## config.mk

```make
export PLATFORM = sky130hd
export DESIGN_NAME = alu_issue_stage
export DESIGN_NICKNAME = d
export VERILOG_FILES = /design/src/rtl/alu_issue_stage.sv
export SDC_FILE = /design/constraint.sdc
export NUM_CORES = 1
export LEC_CHECK = 0
export CAP_MARGIN = 25
export CORE_ASPECT_RATIO = 0.75
export CORE_MARGIN = 8
export CORE_UTILIZATION = 40
export DETAILED_ROUTE_END_ITERATION = 8
export GPL_ROUTABILITY_DRIVEN = 0
export PLACE_DENSITY = 0.78
export SYNTH_ARGS = -nofsm -noshare
export SYNTH_HDL_FRONTEND = slang
export SYNTH_SLANG_ARGS = --single-unit
```

## constraint.sdc

```tcl
create_clock -name clk -period 2.1 [get_ports clk]
set_clock_uncertainty 0.05 [all_clocks]
set_input_delay 0.525 -clock clk [delete_from_list [all_inputs] [get_ports clk]]
set_output_delay 0.525 -clock clk [all_outputs]
set_load 0.1 [all_outputs]
```

## src/rtl/alu_issue_stage.sv

```systemverilog
// alu_issue_stage
// ---------------
// ID/EX boundary register feeding the EX-stage ALU of a MIPS pipeline.
// Decodes the main-control ALU class together with funct/opcode into the
// 4-bit ALU operation code, selects forwarded operands, builds the extended
// immediate and registers everything for one full EX cycle.
//
// Ports:
//   clk           rising-edge clock
//   resetN        synchronous active-low reset (all outputs to zero)
//   stallEX       hold the stage register contents
//   flushEX       load a bubble (overrides stall)
//   validID       ID-stage instruction is real
//   aluClassID    00 add, 01 sub, 10 R-type (funct), 11 immediate (opcode)
//   opcodeID      instruction [31:26]
//   functID       instruction [5:0]
//   immID         instruction [15:0]
//   aluSrcID      0 = operand B from register, 1 = from extended immediate
//   regAID/regBID register-file read data
//   fwdResultMEM  EX/MEM ALU result
//   fwdResultWB   MEM/WB writeback data
//   forwardA/B    00/11 register file, 01 WB, 10 MEM
//   destRegID     destination register index
//   controlOpALU  registered ALU operation code (1111 = illegal)
//   numberAALU    registered operand A
//   numberBALU    registered operand B
//   validEX       EX contents are a real instruction
//   illegalOpEX   decode found no supported operation (never set for bubbles)
//   destRegEX     registered destination index
//   storeDataEX   forwarded register-B value, independent of aluSrcID
module alu_issue_stage #(
    parameter int WIDTH   = 32,
    parameter int REGADDR = 5
) (
    input  logic               clk,
    input  logic               resetN,
    input  logic               stallEX,
    input  logic               flushEX,
    input  logic               validID,
    input  logic [1:0]         aluClassID,
    input  logic [5:0]         opcodeID,
    input  logic [5:0]         functID,
    input  logic [15:0]        immID,
    input  logic               aluSrcID,
    input  logic [WIDTH-1:0]   regAID,
    input  logic [WIDTH-1:0]   regBID,
    input  logic [WIDTH-1:0]   fwdResultMEM,
    input  logic [WIDTH-1:0]   fwdResultWB,
    input  logic [1:0]         forwardA,
    input  logic [1:0]         forwardB,
    input  logic [REGADDR-1:0] destRegID,
    output logic [3:0]         controlOpALU,
    output logic [WIDTH-1:0]   numberAALU,
    output logic [WIDTH-1:0]   numberBALU,
    output logic               validEX,
    output logic               illegalOpEX,
    output logic [REGADDR-1:0] destRegEX,
    output logic [WIDTH-1:0]   storeDataEX
);

    localparam logic [3:0] OP_AND = 4'b0000;
    localparam logic [3:0] OP_OR  = 4'b0001;
    localparam logic [3:0] OP_ADD = 4'b0010;
    localparam logic [3:0] OP_SUB = 4'b0110;
    localparam logic [3:0] OP_SLT = 4'b0111;
    localparam logic [3:0] OP_NOR = 4'b1100;
    localparam logic [3:0] OP_ILL = 4'b1111;

    // ---------------------------------------------------------------
    // Operation decode
    // ---------------------------------------------------------------
    logic [3:0] op_dec;
    logic       illegal_dec;
    logic       zero_ext;

    always_comb begin
        op_dec      = OP_ILL;
        illegal_dec = 1'b0;
        zero_ext    = 1'b0;
        case (aluClassID)
            2'b00: op_dec = OP_ADD;
            2'b01: op_dec = OP_SUB;
            2'b10: begin
                case (functID)
                    6'b100000, 6'b100001: op_dec = OP_ADD;
                    6'b100010, 6'b100011: op_dec = OP_SUB;
                    6'b100100:            op_dec = OP_AND;
                    6'b100101:            op_dec = OP_OR;
                    6'b100111:            op_dec = OP_NOR;
                    6'b101010:            op_dec = OP_SLT;
                    default:              illegal_dec = 1'b1;
                endcase
            end
            default: begin
                case (opcodeID)
                    6'b001000: op_dec = OP_ADD;
                    6'b001010: op_dec = OP_SLT;
                    6'b001100: begin
                        op_dec   = OP_AND;
                        zero_ext = 1'b1;
                    end
                    6'b001101: begin
                        op_dec   = OP_OR;
                        zero_ext = 1'b1;
                    end
                    default:   illegal_dec = 1'b1;
                endcase
            end
        endcase
    end

    // Logical immediates (andi/ori) zero-extend; everything else sign-extends.
    logic [WIDTH-1:0] imm_ext;
    assign imm_ext = zero_ext ? {{(WIDTH-16){1'b0}}, immID}
                              : {{(WIDTH-16){immID[15]}}, immID};

    // ---------------------------------------------------------------
    // Forwarding muxes: index 0 = operand A, index 1 = operand B
    // ---------------------------------------------------------------
    logic [1:0][WIDTH-1:0] reg_data;
    logic [1:0][1:0]       fwd_sel;
    logic [1:0][WIDTH-1:0] fwd_data;

    assign reg_data[0] = regAID;
    assign reg_data[1] = regBID;
    assign fwd_sel[0]  = forwardA;
    assign fwd_sel[1]  = forwardB;

    genvar gi;
    generate
        for (gi = 0; gi < 2; gi++) begin : g_fwd
            // 11 falls back to the register file, same as 00.
            assign fwd_data[gi] = (fwd_sel[gi] == 2'b01) ? fwdResultWB  :
                                  (fwd_sel[gi] == 2'b10) ? fwdResultMEM :
                                                           reg_data[gi];
        end
    endgenerate

    logic [WIDTH-1:0] b_next;
    assign b_next = aluSrcID ? imm_ext : fwd_data[1];

    // ---------------------------------------------------------------
    // Stage register
    // ---------------------------------------------------------------
    logic [3:0]         op_reg;
    logic [WIDTH-1:0]   a_reg;
    logic [WIDTH-1:0]   b_reg;
    logic               valid_reg;
    logic               illegal_reg;
    logic [REGADDR-1:0] dest_reg;
    logic [WIDTH-1:0]   store_reg;

    always_ff @(posedge clk) begin
        // Reset and flush produce the same all-zero bubble; reset simply
        // takes the same path with higher priority than stall.
        if (!resetN || flushEX) begin
            op_reg      <= OP_AND;
            a_reg       <= '0;
            b_reg       <= '0;
            valid_reg   <= 1'b0;
            illegal_reg <= 1'b0;
            dest_reg    <= '0;
            store_reg   <= '0;
        end else if (!stallEX) begin
            op_reg      <= op_dec;
            a_reg       <= fwd_data[0];
            b_reg       <= b_next;
            valid_reg   <= validID;
            // A bubble coming down from ID must never raise illegal.
            illegal_reg <= illegal_dec & validID;
            dest_reg    <= destRegID;
            store_reg   <= fwd_data[1];
        end
    end

    assign controlOpALU = op_reg;
    assign numberAALU   = a_reg;
    assign numberBALU   = b_reg;
    assign validEX      = valid_reg;
    assign illegalOpEX  = illegal_reg;
    assign destRegEX    = dest_reg;
    assign storeDataEX  = store_reg;

endmodule

```

==> results.md, run 1 <==
* Status: complete, no violations
* Power per standard cell area at approximately 620 nW/µm²
* Mean Syn Cell Area at a little over 9 µm²
* Clk sink count at between 100 and 150
* GR Util met3 at approximately 7%
* Worst Path Required at ~2.3 ns
* Power Total at just under 6 mW
* Final setup viols at 0
* DR vias/cell at ~5.3
* Met1 Resource Use GR at approximately 28%
* WHS at a little over 0.4 ns
* FP Rows at 39
* Met2 GRT Util at between 30% and 40%
* Core Area at between 15000 and 20000 µm²
* Drt wl/cell at 19.5 µm
* CP peak stage delay at approximately 0.53 ns
* Die ar. at approximately 20000 µm²
* #FFs+latches synth at approximately 110
* Max-slew violation count at 0
* Fraction of layout cells with a size suffix above 1 at 17.8%
* Cts hold-fix bufs at 0
* Leak pwr at roughly 4.1 nW
* Syn_nets at between 800 and 900
* VDD IR max at between 0.0004 and 0.0005 V
* Count of final hold-check violations at 0
* DP HPWL at between 15000 and 20000 µm
* Total clock buffers created by CTS at 9
* Chip height at about 120 µm
* I/O pins at 280
* Count of warnings emitted by yosys at 0
* Crit path arrival time at between 2 and 2.5 ns
* Starting Density at slightly above 40%
* CP max-delay cell: or4b_4
* Period utilization at 91.6%
* Placed Area at around 9200 µm²
* Gr busiest metal: met2
* Crit-path max FO at 16
* Setup TNS Final at 0 ns
* Post-synth top flop: dfxtp_1
* Least-Margin Pin Slew at 0.548 ns
* Async set-reset flop share out of synthesis at 0%
* Nets at around 1.1k
* CP startpoint kind: primary input
* CTS clk-pin slew, worst paths at 0.08 ns
* CP Cell Sequence: clkdlybuf4s50_1, nand4bb_4, or4b_4, nand4b_4, a21oi_1
* DRC errors left at 0
* Seq/Total Area, Yosys at a little over a third
* FMAX at about 520 MHz
* Routed via count at roughly 6.0k
* Port Buf Inserts at between 200 and 300
* Vias in the first global route at 5952
* Largest net degree at the start of global routing at between 80 and 90
* Final WL at ~22000 µm
* Commonest non-fill, non-tap cell in the layout: clkdlybuf4s50_1
* Die width at approximately 160 µm
* Unique cell type count in the Yosys netlist at 38
* CTS root buffer: clkbuf_16
* # Max-Cap Violations at 0
* Non-filler instance count after layout at between 1k and 1.5k
* First-pass detailed-route iteration total at 7
* Unrepaired setup endpoints after global routing: no
* Most frequent cells in the layout: clkdlybuf4s50_1, mux2i_1, buf_4, dfxtp_1, a21oi_1
* Mapped Area at 6110 µm²
* Global-route wire length before repair at between 30000 and 40000 µm
* Critical path class: in2reg
* Dpl cells at 1120
* Clk buf depth at 2
* Synth Instances at about 670
* Post-CTS Setup Bufs at 0
* Clk Latency, worst-skew pair at 0.35 ns
* Tot GR Track Use at ~22%
* Initial antenna violation count at 2
* Max-slew headroom at a little over three fifths
* Final instance area at ~9500 µm²
* H-tree levels at 3
* Initial DRC count at 312
* GRT overflow at 0
* Resized Gates After CTS at 0
* Worst hold-check path type: reg2reg
* TritonCTS clock tree: done
* Tmin final at between 1.5 and 2 ns
* Critical Path End Type: register
* Routed Antenna Nets at 0
* Synth-to-layout area growth at 55.3%
* Post-synth EDFFs at 0
==> report_power, final <==
group          leakage [nW]  total [mW]  internal, mW  switching (mW)
logic                  3.08        1.93         0.770            1.16
clock network         0.151        1.81         0.972           0.840
registers             0.873        2.16          2.11          0.0503
==> path summary, 6_finish.rpt <==
kind,startpoint,endpoint,slack [ns],cells past startpoint
setup / recovery,opcodeID[4],numberBALU[21],0.18,5
hold / removal,numberAALU[17],numberAALU[17],0.42,2
setup reg to reg,numberBALU[5],numberBALU[5],1.25,2
hold reg to reg,numberAALU[17],numberAALU[17],0.42,2
==> critical path, delay by kind of cell <==
family / cells / cell delay, ns
simple gates: 3 / 1.03
buf+inv: 1 / 0.43
compound gates: 1 / 0.11
==> logic make-up after synthesis <==
| group | count (synthesis) | synth area share (%) |
|---|---|---|
| AOI/OAI and AO/OA | 173 | 19.6 |
| muxes | 166 | 27.2 |
| and+or+nand+nor | 141 | 11.5 |
| DFF | 107 | 35.1 |
| buffers and inverters | 82 | 6.56 |
==> cell usage after synthesis (all sizes together), types with 16 or more instances <==
master	count	area share [%]
mux2i	166	27
a211o	32	4.6
nor2b	35	3.6
a211oi	32	3.9
buf	30	3.3
clkbuf	33	2.0
inv	19	1.2
nand2	52	3.2
a22oi	16	2.0
dfxtp	107	35
a221oi	16	2.3
a21oi	69	5.8
nor2	40	2.5
==> state kept, by name, summed over array words and instances (netlist names) <==
name and count:
numberAALU 32, destRegEX 5, numberBALU 32, illegalOpEX 1, storeDataEX 32, controlOpALU 4
validEX 1
==> layout make-up <==
type	count	area [µm²]
tap	205	256
antenna	1	2.50
sequential	107	2140
multi-input combinational	480	3570
inverter	19	71.3
clock inverter	6	71.3
timing repair buffer	310	3130
fill	1316	5590
clock buffer	10	239
==> metrics by stage <==
stage	setup WS [ns]	util, %
after floorplan	0.343	-
after global placement	-0.191	60.8
after detailed placement	-0.250	60.8
after CTS	0.103	62.8
after global routing	0.126	62.9
final	0.177	62.9
==> routing by layer <==
metal,part of all wire [%],wire [µm],vias to the layer above
li1,-,-,2954
met1,44,9800,2854
met2,45,9990,207
met3,9.0,1990,22
met4,1.7,384,2
met5,0.059,13,-
Note: power is estimated with default switching activity, not from simulation.
==> run 2: changes to the inputs <==
--- a/config.mk
+++ b/config.mk
@@ -12,6 +12,7 @@
 export DETAILED_ROUTE_END_ITERATION = 8
 export GPL_ROUTABILITY_DRIVEN = 0
 export PLACE_DENSITY = 0.78
+export SLEW_MARGIN = 20
 export SYNTH_ARGS = -nofsm -noshare
 export SYNTH_HDL_FRONTEND = slang
 export SYNTH_SLANG_ARGS = --single-unit
==> constraint.sdc (replaced) <==
create_clock -name clk -period 2.3 [get_ports clk]
set_clock_uncertainty 0.05 [all_clocks]
set_input_delay 0.575 -clock clk [delete_from_list [all_inputs] [get_ports clk]]
set_output_delay 0.575 -clock clk [all_outputs]
set_load 0.1 [all_outputs]
==> run 2 against run 1 <==
Net effect: critical path depth unchanged; clock power down 8%; first-iteration DRC count up 3.2%; worst setup slack better by 0.15 ns; via count about the same; sequential cell count unchanged; critical path type unchanged; largest power group unchanged.
==> results.md, run 2 (same netlist as run 1, synthesis figures left out) <==
* Switch Pwr at 1.88 mW (was 2.05 mW)
* Total clock buffers created by CTS at 9 (unchanged)
* Least-Margin Pin Slew at 0.482 ns (was 0.548 ns)
* Clock Power Share at 31.1% (was 30.7%)
* Setup WS pre-CTS at -0.0655 ns (was -0.250 ns)
* Hold path startpoint: numberAALU[24] (was numberAALU[17])
* End of the worst hold path: numberAALU[24] (was numberAALU[17])
* Buf/Inv on CP at 1 (unchanged)
* Crit-path max FO at 16 (unchanged)
* Clk Latency, worst-skew pair at 0.35 ns (about the same)
* Worst hold-check path type: reg2reg (unchanged)
* Starting Density at 40.5% (unchanged)
* Post-CTS Setup Bufs at 0 (unchanged)
* Worst Hold Depth at 2 (unchanged)
* CP max-delay cell: or4b_4 (unchanged)
* Gate power share at 32.1% (was 32.7%)
* Largest net degree at the start of global routing at 70 (was 83)
* Period utilization at a little under nine tenths
* I/O pins at 280 (unchanged)
* Sw Share at 35.2% (was 34.7%)
* Die width at 159 µm (unchanged)
* Nets at 1096 (was 1100)
* Chip height at 123 µm (unchanged)
* Fraction of layout cells with a size suffix above 1 at 17.5% (was 17.8%)
* Tmin final at about 2.0 ns
* TritonCTS clock tree: done (unchanged)
* VDD IR max at 0.000360 V (was 0.000474 V)
* Clk buf depth at 2 (unchanged)
* CP delay by family, top: simple AND/OR/NAND/NOR gates (unchanged)
* Worst Path Required at 2.48 ns (was 2.28 ns)
* Max-slew violation count at 0 (unchanged)
* Routed Antenna Nets at 0 (unchanged)
* Clk sink count at 107 (unchanged)
* Routed via count at 6033 (was 6039)
* Critical path class: in2reg (unchanged)
* Final WL at 22100 µm (was 22200 µm)
* Setup TNS Final at 0 ns (unchanged)
* Ant diodes at 0 (was 1)
* Core Area at 15100 µm² (unchanged)
* Worst r2r dst: numberBALU[8] (was numberBALU[5])
* Power Total at 5.34 mW (was 5.90 mW)
* Critical Path End Type: register (unchanged)
* Vias in the first global route at 5772 (was 5952)
* Unrepaired setup endpoints after global routing: no (unchanged)
* Dpl cells at 1117 (was 1120)
* Power per standard cell area at 580 nW/µm² (was 622 nW/µm²)
* Filler Cell Count at 1299 (was 1316)
* FMAX at approximately 500 MHz
* Tot GR Track Use at 21.5% (was 21.7%)
* Status: complete, no violations (unchanged)
* Initial DRC count at 322 (was 312)
* Die ar. at 19500 µm² (unchanged)
* WHS at 0.413 ns (was 0.416 ns)
* Worst reg2reg path startpoint: numberBALU[8] (was numberBALU[5])
* CP peak stage delay at 0.53 ns (about the same)
* Resized Gates After CTS at 0 (unchanged)
* CTS clk-pin slew, worst paths at 0.07 ns (was 0.08 ns)
* Global-route wire length before repair at 32700 µm (was 33100 µm)
* Max-slew headroom at 66.9% (was 63.3%)
* Non-filler instance count after layout at 1133 (was 1138)
* Synth-to-layout area growth at 50.9% (was 55.3%)
* Cts hold-fix bufs at 0 (unchanged)
* # Max-Cap Violations at 0 (unchanged)
* Most frequent cells in the layout: clkdlybuf4s50_1, mux2i_1, buf_4, dfxtp_1, a21oi_1 (unchanged)
* DP HPWL at 16900 µm (was 17000 µm)
* Initial antenna violation count at 1 (was 2)
* Register share of total power at 36.8% (was 36.6%)
* First-pass detailed-route iteration total at 5 (was 7)
* Flop-to-flop setup slack at 1.42 ns (was 1.25 ns)
* CP Cell Sequence: clkdlybuf4s50_1, nand4bb_4, or4b_4, nand4b_4, a21oi_1 (unchanged)
* Crit path arrival time at 2.15 ns (was 2.10 ns)
* Port Buf Inserts at 279 (unchanged)
* Drt wl/cell at 19.5 µm (about the same)
* Final setup viols at 0 (unchanged)
* CTS root buffer: clkbuf_16 (unchanged)
* R2r worst-path depth at 2 (unchanged)
* H-tree levels at 3 (unchanged)
* CP startpoint kind: primary input (unchanged)
* Setup WS post-layout at 0.323 ns (was 0.177 ns)
* Count of final hold-check violations at 0 (unchanged)
* Leak pwr at 4.03 nW (was 4.11 nW)
* Commonest non-fill, non-tap cell in the layout: clkdlybuf4s50_1 (unchanged)
* DR vias/cell at 5.32 (was 5.31)
* GRT overflow at 0 (unchanged)
* DRC errors left at 0 (unchanged)
* Power Internal at 3.46 mW (was 3.85 mW)
* FP Rows at 39 (unchanged)
==> run 2: worst register-to-register path, cell delays in order, from the launching register on <==
cell	delay, ns
dfxtp_1	0.36
inv_1	0.05
a221oi_1	0.32
==> run 2: power by group through the flow <==
stage | Combinational, mW | Clock [mW] | Sequential, mW
floorplan | 0.551 | 0 | 2.54
global placement | 1.70 | 0 | 2.01
detailed placement | 1.71 | 0 | 2.01
CTS | 1.72 | 1.71 | 1.97
global route | 1.81 | 1.78 | 1.98
finish | 1.72 | 1.66 | 1.97
==> run 2: worst max path at each step <==
stage,startpoint,endpoint,slack [ns],depth (start not counted)
after floorplan,opcodeID[4],numberBALU[16],0.49,5
after global placement,aluSrcID,numberBALU[31],-0.06,4
after detailed placement,opcodeID[4],numberBALU[24],-0.07,5
after CTS,opcodeID[4],numberBALU[24],0.31,5
after global routing,opcodeID[4],controlOpALU[3],0.26,6
final,opcodeID[4],numberBALU[22],0.32,5
==> run 2: final cells by class <==
cell class              instances  area, µm²  area share (%)
multi-input cells             480       3570            38.8
clock buffers                   9        225            2.44
flip-flops and latches        107       2140            23.3
repair buffers                306       2850            31.0
inverters                      19       71.3           0.774
clock inverters                 7       93.8            1.02
well taps                     205        256            2.78
==> run 2: metrics by stage <==
step | utilization [%] | instance area [µm²]
after floorplan | - | 6110
after global placement | 58.9 | 8880
after detailed placement | 59.0 | 8890
after CTS | 61.1 | 9210
after global routing | 61.1 | 9210
final | 61.1 | 9210
==> run 2: routing by layer <==
| layer | global-route usage, % | up-vias | share of wire (%) |
|---|---|---|---|
| met4 | 4.94 | 2 | 1.3 |
| li1 | - | 2944 | - |
| met3 | 7.54 | 22 | 9.9 |
| met5 | 0 | - | 0.059 |
| met2 | 34.3 | 230 | 46 |
| met1 | 27.6 | 2835 | 43 |
